<file path="src/rtl/ram_ctrl_pkg.sv">
// Shared RAM command encoding and arbiter FSM states.
// A RAM command word is {op[1:0], payload[7:0]}, one per cycle on the command strobe.
package ram_ctrl_pkg;

   localparam int NUM_REQ   = 2;
   localparam int OP_W      = 2;
   localparam int PAYLOAD_W = 8;
   localparam int CMD_W     = OP_W + PAYLOAD_W;
   localparam int WDATA_W   = 8;

   localparam logic [OP_W-1:0] OP_WADDR = 2'b00;
   localparam logic [OP_W-1:0] OP_WDATA = 2'b01;
   localparam logic [OP_W-1:0] OP_RADDR = 2'b10;
   localparam logic [OP_W-1:0] OP_RDATA = 2'b11;

   typedef enum logic [2:0] {
      IDLE   = 3'd0,
      W_ADDR = 3'd1,
      W_DATA = 3'd2,
      R_ADDR = 3'd3,
      R_CMD  = 3'd4,
      R_WAIT = 3'd5,
      RESP   = 3'd6
   } state_t;

   typedef struct packed {
      logic [OP_W-1:0]      op;
      logic [PAYLOAD_W-1:0] payload;
   } ram_cmd_t;

   function automatic ram_cmd_t mk_cmd(input logic [OP_W-1:0] op,
                                       input logic [PAYLOAD_W-1:0] payload);
      ram_cmd_t c;
      c.op      = op;
      c.payload = payload;
      return c;
   endfunction

endpackage

</file>
<file path="src/rtl/rr_arbiter_2.sv">
// Two-way round-robin arbiter: one-hot grant, combinational from req; no backpressure.
// The pointer moves only on advance, so a grant offered outside IDLE is never consumed.
module rr_arbiter_2 (
   input  logic       clk,
   input  logic       rst_n,
   input  logic [1:0] req,
   input  logic       advance,
   output logic [1:0] grant
);

   // Index of the requester granted most recently; reset value makes requester 0 win first.
   logic last_q;
   logic last_d;

   always_comb begin
      grant = 2'b00;
      unique case (req)
         2'b01:   grant = 2'b01;
         2'b10:   grant = 2'b10;
         2'b11:   grant = last_q ? 2'b01 : 2'b10;
         default: grant = 2'b00;
      endcase
   end

   always_comb begin
      last_d = last_q;
      if (advance && (grant != 2'b00)) begin
         last_d = grant[1];
      end
   end

   always_ff @(posedge clk or negedge rst_n) begin
      if (!rst_n) begin
         last_q <= 1'b1;
      end else begin
         last_q <= last_d;
      end
   end

endmodule

</file>
<file path="src/rtl/ram_cmd_arbiter.sv">
// Arbitrates two requesters onto a serial RAM command port; write 2-3 cycles, read >= 4 cycles.
// Requesters hold their request until req_ready; RAM read latency is bounded by TIMEOUT cycles.
module ram_cmd_arbiter
   import ram_ctrl_pkg::*;
#(
   parameter int ADDR_SIZE = 8,
   parameter int TIMEOUT   = 15
) (
   input  logic                           clk,
   input  logic                           rst_n,
   input  logic [NUM_REQ-1:0]             req_valid,
   input  logic [NUM_REQ-1:0]             req_we,
   input  logic [NUM_REQ*ADDR_SIZE-1:0]   req_addr,
   input  logic [NUM_REQ*WDATA_W-1:0]     req_wdata,
   output logic [NUM_REQ-1:0]             req_ready,
   output logic [NUM_REQ-1:0]             rsp_valid,
   output logic [PAYLOAD_W-1:0]           rsp_rdata,
   output logic                           rsp_err,
   output logic [CMD_W-1:0]               ram_din,
   output logic                           ram_rx_valid,
   input  logic [PAYLOAD_W-1:0]           ram_dout,
   input  logic                           ram_tx_valid
);

   localparam int CNT_W = $clog2(TIMEOUT + 1);
   localparam logic [CNT_W-1:0] CNT_LAST = CNT_W'(TIMEOUT - 1);

   state_t                 state_q, state_d;
   logic                   gnt_q, gnt_d;
   logic [ADDR_SIZE-1:0]   addr_q, addr_d;
   logic [WDATA_W-1:0]     wdata_q, wdata_d;
   logic [ADDR_SIZE-1:0]   wc_addr_q, wc_addr_d;
   logic                   wc_vld_q, wc_vld_d;
   logic [ADDR_SIZE-1:0]   rc_addr_q, rc_addr_d;
   logic                   rc_vld_q, rc_vld_d;
   logic [CNT_W-1:0]       cnt_q, cnt_d;
   logic [PAYLOAD_W-1:0]   rdata_q, rdata_d;
   logic                   err_q, err_d;

   logic                   in_idle;
   logic [NUM_REQ-1:0]     arb_grant;
   logic                   sel;
   logic                   sel_we;
   logic [ADDR_SIZE-1:0]   sel_addr;
   logic [WDATA_W-1:0]     sel_wdata;
   ram_cmd_t               cmd;

   assign in_idle = (state_q == IDLE);

   rr_arbiter_2 u_rr (
      .clk     (clk),
      .rst_n   (rst_n),
      .req     (req_valid),
      .advance (in_idle),
      .grant   (arb_grant)
   );

   // The only req_valid -> req_ready path is the IDLE grant.
   assign req_ready = (in_idle && rst_n) ? arb_grant : '0;

   assign sel       = arb_grant[1];
   assign sel_we    = sel ? req_we[1] : req_we[0];
   assign sel_addr  = sel ? req_addr[2*ADDR_SIZE-1:ADDR_SIZE] : req_addr[ADDR_SIZE-1:0];
   assign sel_wdata = sel ? req_wdata[2*WDATA_W-1:WDATA_W]    : req_wdata[WDATA_W-1:0];

   always_comb begin
      state_d   = state_q;
      gnt_d     = gnt_q;
      addr_d    = addr_q;
      wdata_d   = wdata_q;
      wc_addr_d = wc_addr_q;
      wc_vld_d  = wc_vld_q;
      rc_addr_d = rc_addr_q;
      rc_vld_d  = rc_vld_q;
      cnt_d     = cnt_q;
      rdata_d   = rdata_q;
      err_d     = err_q;

      unique case (state_q)
         IDLE: begin
            if (arb_grant != '0) begin
               gnt_d   = sel;
               addr_d  = sel_addr;
               wdata_d = sel_wdata;
               // The RAM keeps its last write/read address, so a repeat address skips re-sending it.
               if (sel_we) begin
                  state_d = (wc_vld_q && (wc_addr_q == sel_addr)) ? W_DATA : W_ADDR;
               end else begin
                  state_d = (rc_vld_q && (rc_addr_q == sel_addr)) ? R_CMD : R_ADDR;
               end
            end
         end
         W_ADDR: begin
            wc_addr_d = addr_q;
            wc_vld_d  = 1'b1;
            state_d   = W_DATA;
         end
         W_DATA: begin
            state_d = IDLE;
         end
         R_ADDR: begin
            rc_addr_d = addr_q;
            rc_vld_d  = 1'b1;
            state_d   = R_CMD;
         end
         R_CMD: begin
            cnt_d   = '0;
            state_d = R_WAIT;
         end
         R_WAIT: begin
            if (ram_tx_valid) begin
               rdata_d = ram_dout;
               err_d   = 1'b0;
               state_d = RESP;
            end else if (cnt_q == CNT_LAST) begin
               // After a timeout the RAM's address registers are suspect; force both to be re-sent.
               rdata_d  = '0;
               err_d    = 1'b1;
               wc_vld_d = 1'b0;
               rc_vld_d = 1'b0;
               state_d  = RESP;
            end else begin
               cnt_d = cnt_q + 1'b1;
            end
         end
         RESP: begin
            state_d = IDLE;
         end
         default: begin
            state_d = IDLE;
         end
      endcase
   end

   always_comb begin
      cmd          = mk_cmd(OP_WADDR, '0);
      ram_rx_valid = 1'b0;
      rsp_valid    = '0;
      rsp_rdata    = '0;
      rsp_err      = 1'b0;

      unique case (state_q)
         W_ADDR: begin
            cmd          = mk_cmd(OP_WADDR, PAYLOAD_W'(addr_q));
            ram_rx_valid = 1'b1;
         end
         W_DATA: begin
            cmd          = mk_cmd(OP_WDATA, wdata_q);
            ram_rx_valid = 1'b1;
         end
         R_ADDR: begin
            cmd          = mk_cmd(OP_RADDR, PAYLOAD_W'(addr_q));
            ram_rx_valid = 1'b1;
         end
         R_CMD: begin
            cmd          = mk_cmd(OP_RDATA, '0);
            ram_rx_valid = 1'b1;
         end
         RESP: begin
            rsp_valid = gnt_q ? 2'b10 : 2'b01;
            rsp_rdata = rdata_q;
            rsp_err   = err_q;
         end
         default: begin
            cmd = mk_cmd(OP_WADDR, '0);
         end
      endcase
   end

   assign ram_din = cmd;

   always_ff @(posedge clk or negedge rst_n) begin
      if (!rst_n) begin
         state_q   <= IDLE;
         gnt_q     <= 1'b0;
         addr_q    <= '0;
         wdata_q   <= '0;
         wc_addr_q <= '0;
         wc_vld_q  <= 1'b0;
         rc_addr_q <= '0;
         rc_vld_q  <= 1'b0;
         cnt_q     <= '0;
         rdata_q   <= '0;
         err_q     <= 1'b0;
      end else begin
         state_q   <= state_d;
         gnt_q     <= gnt_d;
         addr_q    <= addr_d;
         wdata_q   <= wdata_d;
         wc_addr_q <= wc_addr_d;
         wc_vld_q  <= wc_vld_d;
         rc_addr_q <= rc_addr_d;
         rc_vld_q  <= rc_vld_d;
         cnt_q     <= cnt_d;
         rdata_q   <= rdata_d;
         err_q     <= err_d;
      end
   end

   a_ready_onehot: assert property (@(posedge clk) disable iff (!rst_n) $onehot0(req_ready));
   a_rsp_onehot:   assert property (@(posedge clk) disable iff (!rst_n) $onehot0(rsp_valid));
   a_no_cmd_resp:  assert property (@(posedge clk) disable iff (!rst_n) !(ram_rx_valid && (rsp_valid != '0)));

endmodule

</file>
<file path="config.mk">
export PLATFORM = sky130hd
export DESIGN_NAME = ram_cmd_arbiter
export DESIGN_NICKNAME = d
export VERILOG_FILES = /design/src/rtl/ram_ctrl_pkg.sv /design/src/rtl/rr_arbiter_2.sv /design/src/rtl/ram_cmd_arbiter.sv
export SDC_FILE = /design/constraint.sdc
export NUM_CORES = 1
export LEC_CHECK = 0
export ABC_AREA = 1
export CAP_MARGIN = 20
export CORE_ASPECT_RATIO = 0.8
export CORE_MARGIN = 2
export CORE_UTILIZATION = 54
export DETAILED_ROUTE_END_ITERATION = 8
export PLACE_DENSITY_LB_ADDON = 0.3
export RECOVER_POWER = 50
export SYNTH_ARGS = -nofsm -noshare
export SYNTH_HDL_FRONTEND = slang
export SYNTH_SLANG_ARGS = --single-unit
</file>
<file path="constraint.sdc">
create_clock -name clk -period 4.6 [get_ports clk]
set_input_delay 1.38 -clock clk [delete_from_list [all_inputs] [get_ports clk]]
set_output_delay 1.38 -clock clk [all_outputs]
set_load 0.1 [all_outputs]
</file>
==> run metrics, run 1 <==
# hold bufs at CTS=0; Yosys cell types=30; Via-to-Cell Ratio=5.227; ys flop type=dfrtp_1; row count=24; clock sink count=52; Post-DRT Antenna Nets=0; RSZ-0062 raised after global routing=false; Die H=70.28 um; Syn Inst Count=422; # DRC=0; nets@finish=542; most common cell after layout, fill and taps aside=nand2_1; register area share after synthesis=0.4392; Yosys reg bits=52; CP startpoint=req_valid[0]; # diodes=0; Finished Layout Cells=559; Clock Skew=0.01576 ns; Clock transition at path regs=0.10 ns; max cap viols=1; total die area=6104 um^2; grt ovf=0; Final Hold Fails=0; area share of the largest cell type after synthesis=0.4304; failing checks=max-capacitance violations, max-slew violations; clock buffer depth=2; Setup Buffers After CTS=0; maximum net fanout on the critical path=4; CTS root buffer=clkbuf_8; Initial Util=0.5517; post-CTS sizing=0; gr busiest metal=met2; Filler cells=474; Max H-tree Level=2; Place WS=0.6503 ns; first-pass GRT wire length=12,230 um; Syn. warnings=0; Hold Path Class=flip-flop to flip-flop; drt pass-1 iters=4; Worst R2R Setup Slack=2.48 ns; status=finished with violations; Post-DP HPWL=5632 um; total net switching power=1.369 mW; layout cell share with drive strength beyond 1=0.1093; Worst Reg2Reg Path Length in Cells=12; Finish-stage setup viols=0; clock latency on the worst-skew pair=0.31 ns; VDD IR-drop max=0.3418 mV; CTS tree=yes; Total Routed Length=7592 um; Final Max Slew Viols=53; placed cell count=551; setup tns final=0 ns; grt met2 use=0.4165; crit path DAT=2.56 ns; routability cong.=0.8088; Post-synth EDFFs=0; CP Class=primary input to primary output; Final period util=0.8562; largest net degree at the start of global routing=53; Synth Cell Area=2965 um^2; Worst EP required=3.22 ns; Routed WL per cell=13.58 um; CP Capture Point=req_ready[0]; Leak=1.913 nW; DR iter-0 viols=249; RR Endpoint=state_q[0]$_DFFE_PN0P_; Async SR Flop Fraction=1.000; synthesis-to-finish area growth=26.58%; Seq pwr share=0.303; vias=2,922; Die W=86.85 um; nature of the critical path endpoint=primary output; Syn Nets=471; Critical Path Source Type=primary input; Total GRT Usage=0.2542; synth top area cells=dfrtp_1, nand2_1, o21ai_0; PD cells=666.6 nW/um^2; vias in the first global route=2,714; Final Critical Period=3.939 ns; logic gate share of total power=0.595; R2R Path Start=u_rr.last_q$_DFFE_PN1P_; Max Clock Freq=253.9 MHz; Clk pwr share=0.102; Yosys top cell by area=dfrtp_1; P_int=1.133 mW; Port Buf Inserts=70; number of buffers created by CTS=5; Avg Inst Size Synth=7.027 um^2; Sw Share=0.5472; Worst Max-Slew Pin Slew=2.773 ns; io pins=71; met3 usage=0.04492; initial antenna violation count=0; global-route met1 utilization=0.3476; Final WS setup=0.6613 ns; Worst slew margin=-0.8489; core area=5375 um^2; most frequent cells in the layout=nand2_1, inv_1, nor2_1
## critical path, cell delays in order
cell and delay [ns]:
clkdlybuf4s50_1 0.57, o21ai_0 0.14, nor3_2 0.26, buf_12 0.21
## cell type report
type,count,area (um^2),area share
Sequential cell,52,1303,0.3470
Clock buffer,7,76.32,0.02033
Multi-Input combinational cell,288,1335,0.3557
Timing Repair Buffer,75,686.9,0.1830
Inverter,71,266.5,0.07100
Tap cell,65,81.33,0.02167
Clock inverter,1,5.005,0.001333
## flip-flops by register name (all words and copies together), names as in the netlist
signal       cells
addr_q           8
rc_addr_q        8
rdata_q          8
wc_addr_q        8
wdata_q          8
cnt_q            4
state_q          3
err_q            1
gnt_q            1
rc_vld_q         1
u_rr.last_q      1
wc_vld_q         1
## routing by layer
| layer | up-vias | part of all wire |
|---|---|---|
| met5 | - | 0 |
| met4 | 0 | 0.013 |
| met3 | 14 | 0.070 |
| met2 | 100 | 0.46 |
| met1 | 1351 | 0.45 |
| li1 | 1457 | - |
## stage by stage
stage | total power [mW] | hold WS, ns | utilization | instance area [um^2]
2_1_floorplan | 1.896 | 0.4335 | - | 2975
3_3_place_gp | 2.208 | 0.4547 | 0.6853 | 3684
3_5_place_dp | 2.251 | 0.4793 | 0.6853 | 3684
4_1_cts | 2.505 | 0.4937 | 0.7004 | 3765
5_1_grt | 2.657 | 0.5247 | 0.6983 | 3754
6_report | 2.502 | 0.4951 | 0.6983 | 3754
## worst min-delay path by stage
stage,cells after the start,start,slack (ns),end
5_1_grt,2,u_rr.last_q$_DFFE_PN1P_,0.52,u_rr.last_q$_DFFE_PN1P_
6_report,1,cnt_q[3]$_DFFE_PN0P_,0.50,cnt_q[3]$_DFFE_PN0P_
3_3_place_gp,1,cnt_q[3]$_DFFE_PN0P_,0.45,cnt_q[3]$_DFFE_PN0P_
3_5_place_dp,1,cnt_q[3]$_DFFE_PN0P_,0.48,cnt_q[3]$_DFFE_PN0P_
4_1_cts,1,cnt_q[3]$_DFFE_PN0P_,0.49,cnt_q[3]$_DFFE_PN0P_
2_1_floorplan,1,cnt_q[3]$_DFFE_PN0P_,0.43,cnt_q[3]$_DFFE_PN0P_
## cells by family after synthesis
kind of cell / synth area share
AO/OA/AOI/OAI: 0.1392
XOR/XNOR: 0.008862
adder cells (fa/ha/maj): 0.008437
buffers and inverters: 0.1139
flip-flops: 0.4392
AND/OR/NAND/NOR: 0.2903
## power groups by stage
stage	registers, mW	logic, mW	clock network, mW
floorplan	0.735	1.16	0
global placement	0.755	1.45	0
detailed placement	0.764	1.49	0
CTS	0.755	1.49	0.257
finish	0.758	1.49	0.255
global route	0.777	1.61	0.274
## Yosys cell counts (3+ instances only)
cell type / n
nand2_1: 110
inv_1: 68
nor2_1: 59
o21ai_0: 55
dfrtp_1: 51
nand3_1: 26
nand2_2: 9
o211ai_1: 8
clkbuf_1: 4
buf_6: 3
inv_2: 3
Power figures use the tool's default switching activity.
==> inputs of run 2 (changes only) <==
--- a/config.mk
+++ b/config.mk
@@ -8,7 +8,7 @@
 export ABC_AREA = 1
 export CAP_MARGIN = 20
 export CORE_ASPECT_RATIO = 0.8
-export CORE_MARGIN = 2
+export CORE_MARGIN = 10
 export CORE_UTILIZATION = 54
 export DETAILED_ROUTE_END_ITERATION = 8
 export PLACE_DENSITY_LB_ADDON = 0.3
==> run metrics, run 2 (synthesis results as in run 1) <==
VDD IR-drop max=0.4260 mV (was 0.3418 mV); layout cell share with drive strength beyond 1=0.1093 (unchanged); CTS tree=yes (unchanged); Place WS=0.6228 ns (was 0.6503 ns); initial antenna violation count=0 (unchanged); Final period util=0.8680 (was 0.8562); Post-DP HPWL=6258 um (was 5632 um); Clock transition at path regs=0.10 ns (about the same); io pins=71 (unchanged); setup tns final=0 ns (unchanged); Finished Layout Cells=559 (unchanged); crit path max-delay cell type=clkdlybuf4s50_1 (unchanged); clock latency on the worst-skew pair=0.30 ns (was 0.31 ns); clock sink count=52 (unchanged); CP Class=primary input to primary output (unchanged); Max H-tree Level=2 (unchanged); Setup Buffers After CTS=0 (unchanged); Placement Cell Area=3684 um^2 (unchanged); PD cells=669.4 nW/um^2 (was 666.6 nW/um^2); # hold bufs at CTS=0 (unchanged); Final Critical Period=3.993 ns (was 3.939 ns); Final Hold Fails=0 (unchanged); worst-path cell chain=clkdlybuf4s50_1 > o21ai_0 > nor3_2 > buf_12 (unchanged); Post-DRT Antenna Nets=0 (unchanged); most frequent cells in the layout=nand2_1, inv_1, nor2_1 (unchanged); first-pass GRT wire length=13,440 um (was 12,230 um); Finish-stage setup viols=0 (unchanged); Die W=102.9 um (was 86.85 um); Leak=1.913 nW (unchanged); nature of the critical path endpoint=primary output (unchanged); status=finished with violations (unchanged); core area=5375 um^2 (unchanged); most common cell after layout, fill and taps aside=nand2_1 (unchanged); crit-path max cell delay=0.58 ns (was 0.57 ns); Via-to-Cell Ratio=5.252 (was 5.227); clock buffer depth=2 (unchanged); Final Max Slew Viols=53 (unchanged); routability cong.=0.7841 (was 0.8088); Worst slew margin=-0.8316 (was -0.8489); crit path DAT=2.61 ns (was 2.56 ns); max cap viols=1 (unchanged); Final WS setup=0.6070 ns (was 0.6613 ns); grt ovf=0 (unchanged); Worst EP required=3.22 ns (about the same); number of buffers created by CTS=5 (unchanged); synthesis-to-finish area growth=26.58% (unchanged); placed cell count=551 (unchanged); post-CTS sizing=0 (unchanged); CTS root buffer=clkbuf_8 (unchanged); Hold Path Class=flip-flop to flip-flop (unchanged); Initial Util=0.5517 (unchanged); Die H=86.28 um (was 70.28 um); Port Buf Inserts=70 (unchanged); final instance area=3754 um^2 (unchanged); Worst Max-Slew Pin Slew=2.747 ns (was 2.773 ns); failing checks=max-capacitance violations, max-slew violations (unchanged); Total Routed Length=8277 um (was 7592 um); maximum net fanout on the critical path=4 (unchanged); Filler cells=450 (was 474); vias in the first global route=2,830 (was 2,714); Routed WL per cell=14.81 um (was 13.58 um); DR iter-0 viols=134 (was 249); Hold Slack=0.4777 ns (was 0.4951 ns); Critical Path Source Type=primary input (unchanged); RSZ-0062 raised after global routing=false (unchanged); Worst R2R Setup Slack=2.46 ns (was 2.48 ns); # diodes=0 (unchanged); Clock Skew=0.01050 ns (was 0.01576 ns); # DRC=0 (unchanged); vias=2,936 (was 2,922); total die area=8874 um^2 (was 6104 um^2); drt pass-1 iters=5 (was 4); Total GRT Usage=0.1900 (was 0.2542); largest net degree at the start of global routing=53 (unchanged); Max Clock Freq=250.4 MHz (was 253.9 MHz); row count=24 (unchanged); nets@finish=542 (unchanged)
==> run 2: cell counts in the layout (fill, tap and decap cells not counted) <==
Identical to the previous run, type by type.
==> run 2: layer usage <==
layer	global-route usage	part of all wire	wire length, um	vias up
met5	0	0	0	-
met4	0.08323	0.028	234	0
met3	0.04455	0.064	531	23
met2	0.3056	0.47	3875	110
met1	0.2382	0.44	3635	1349
li1	-	-	-	1454
==> run 2: per-stage QoR <==
step / util / power, mW
3_3_place_gp: 0.6853 / 2.216
5_1_grt: 0.6983 / 2.678
4_1_cts: 0.7004 / 2.515
6_report: 0.6983 / 2.513
2_1_floorplan: - / 1.896
3_5_place_dp: 0.6853 / 2.256
==> run 2: report_power, final <==
group | leakage (nW) | internal [mW] | switching [mW]
combinational | 1.23 | 0.369 | 1.13
sequential | 0.641 | 0.656 | 0.104
clock | 0.0422 | 0.107 | 0.150
==> run 2: cell type report <==
class	instances	area, um^2	area share
clock buffer	7	76.32	0.02033
clock inverter	1	5.005	0.001333
inverter	71	266.5	0.07100
multi-input combinational	288	1335	0.3557
sequential	52	1303	0.3470
tap	65	81.33	0.02167
timing repair buffer	75	686.9	0.1830
==> run 2: worst paths after layout <==
| check | from | end | depth (start not counted) |
|---|---|---|---|
| max in group asynchronous | rst_n | addr_q[1]$_DFFE_PN0P_ | 2 |
| worst min-delay path | cnt_q[3]$_DFFE_PN0P_ | cnt_q[3]$_DFFE_PN0P_ | 1 |
| worst min register to register | cnt_q[3]$_DFFE_PN0P_ | cnt_q[3]$_DFFE_PN0P_ | 1 |
| min in group asynchronous | rst_n | wc_addr_q[5]$_DFFE_PN0P_ | 2 |
| worst max register to register | u_rr.last_q$_DFFE_PN1P_ | state_q[2]$_DFFE_PN0P_ | 11 |
| worst max-delay path | req_valid[0] | req_ready[0] | 4 |
==> run 2: worst max-delay path: cells and delay by family <==
family / cells / cell delay [ns]
and+or+nand+nor: 1 / 0.26
buffers and inverters: 2 / 0.79
AOI/OAI and AO/OA: 1 / 0.18
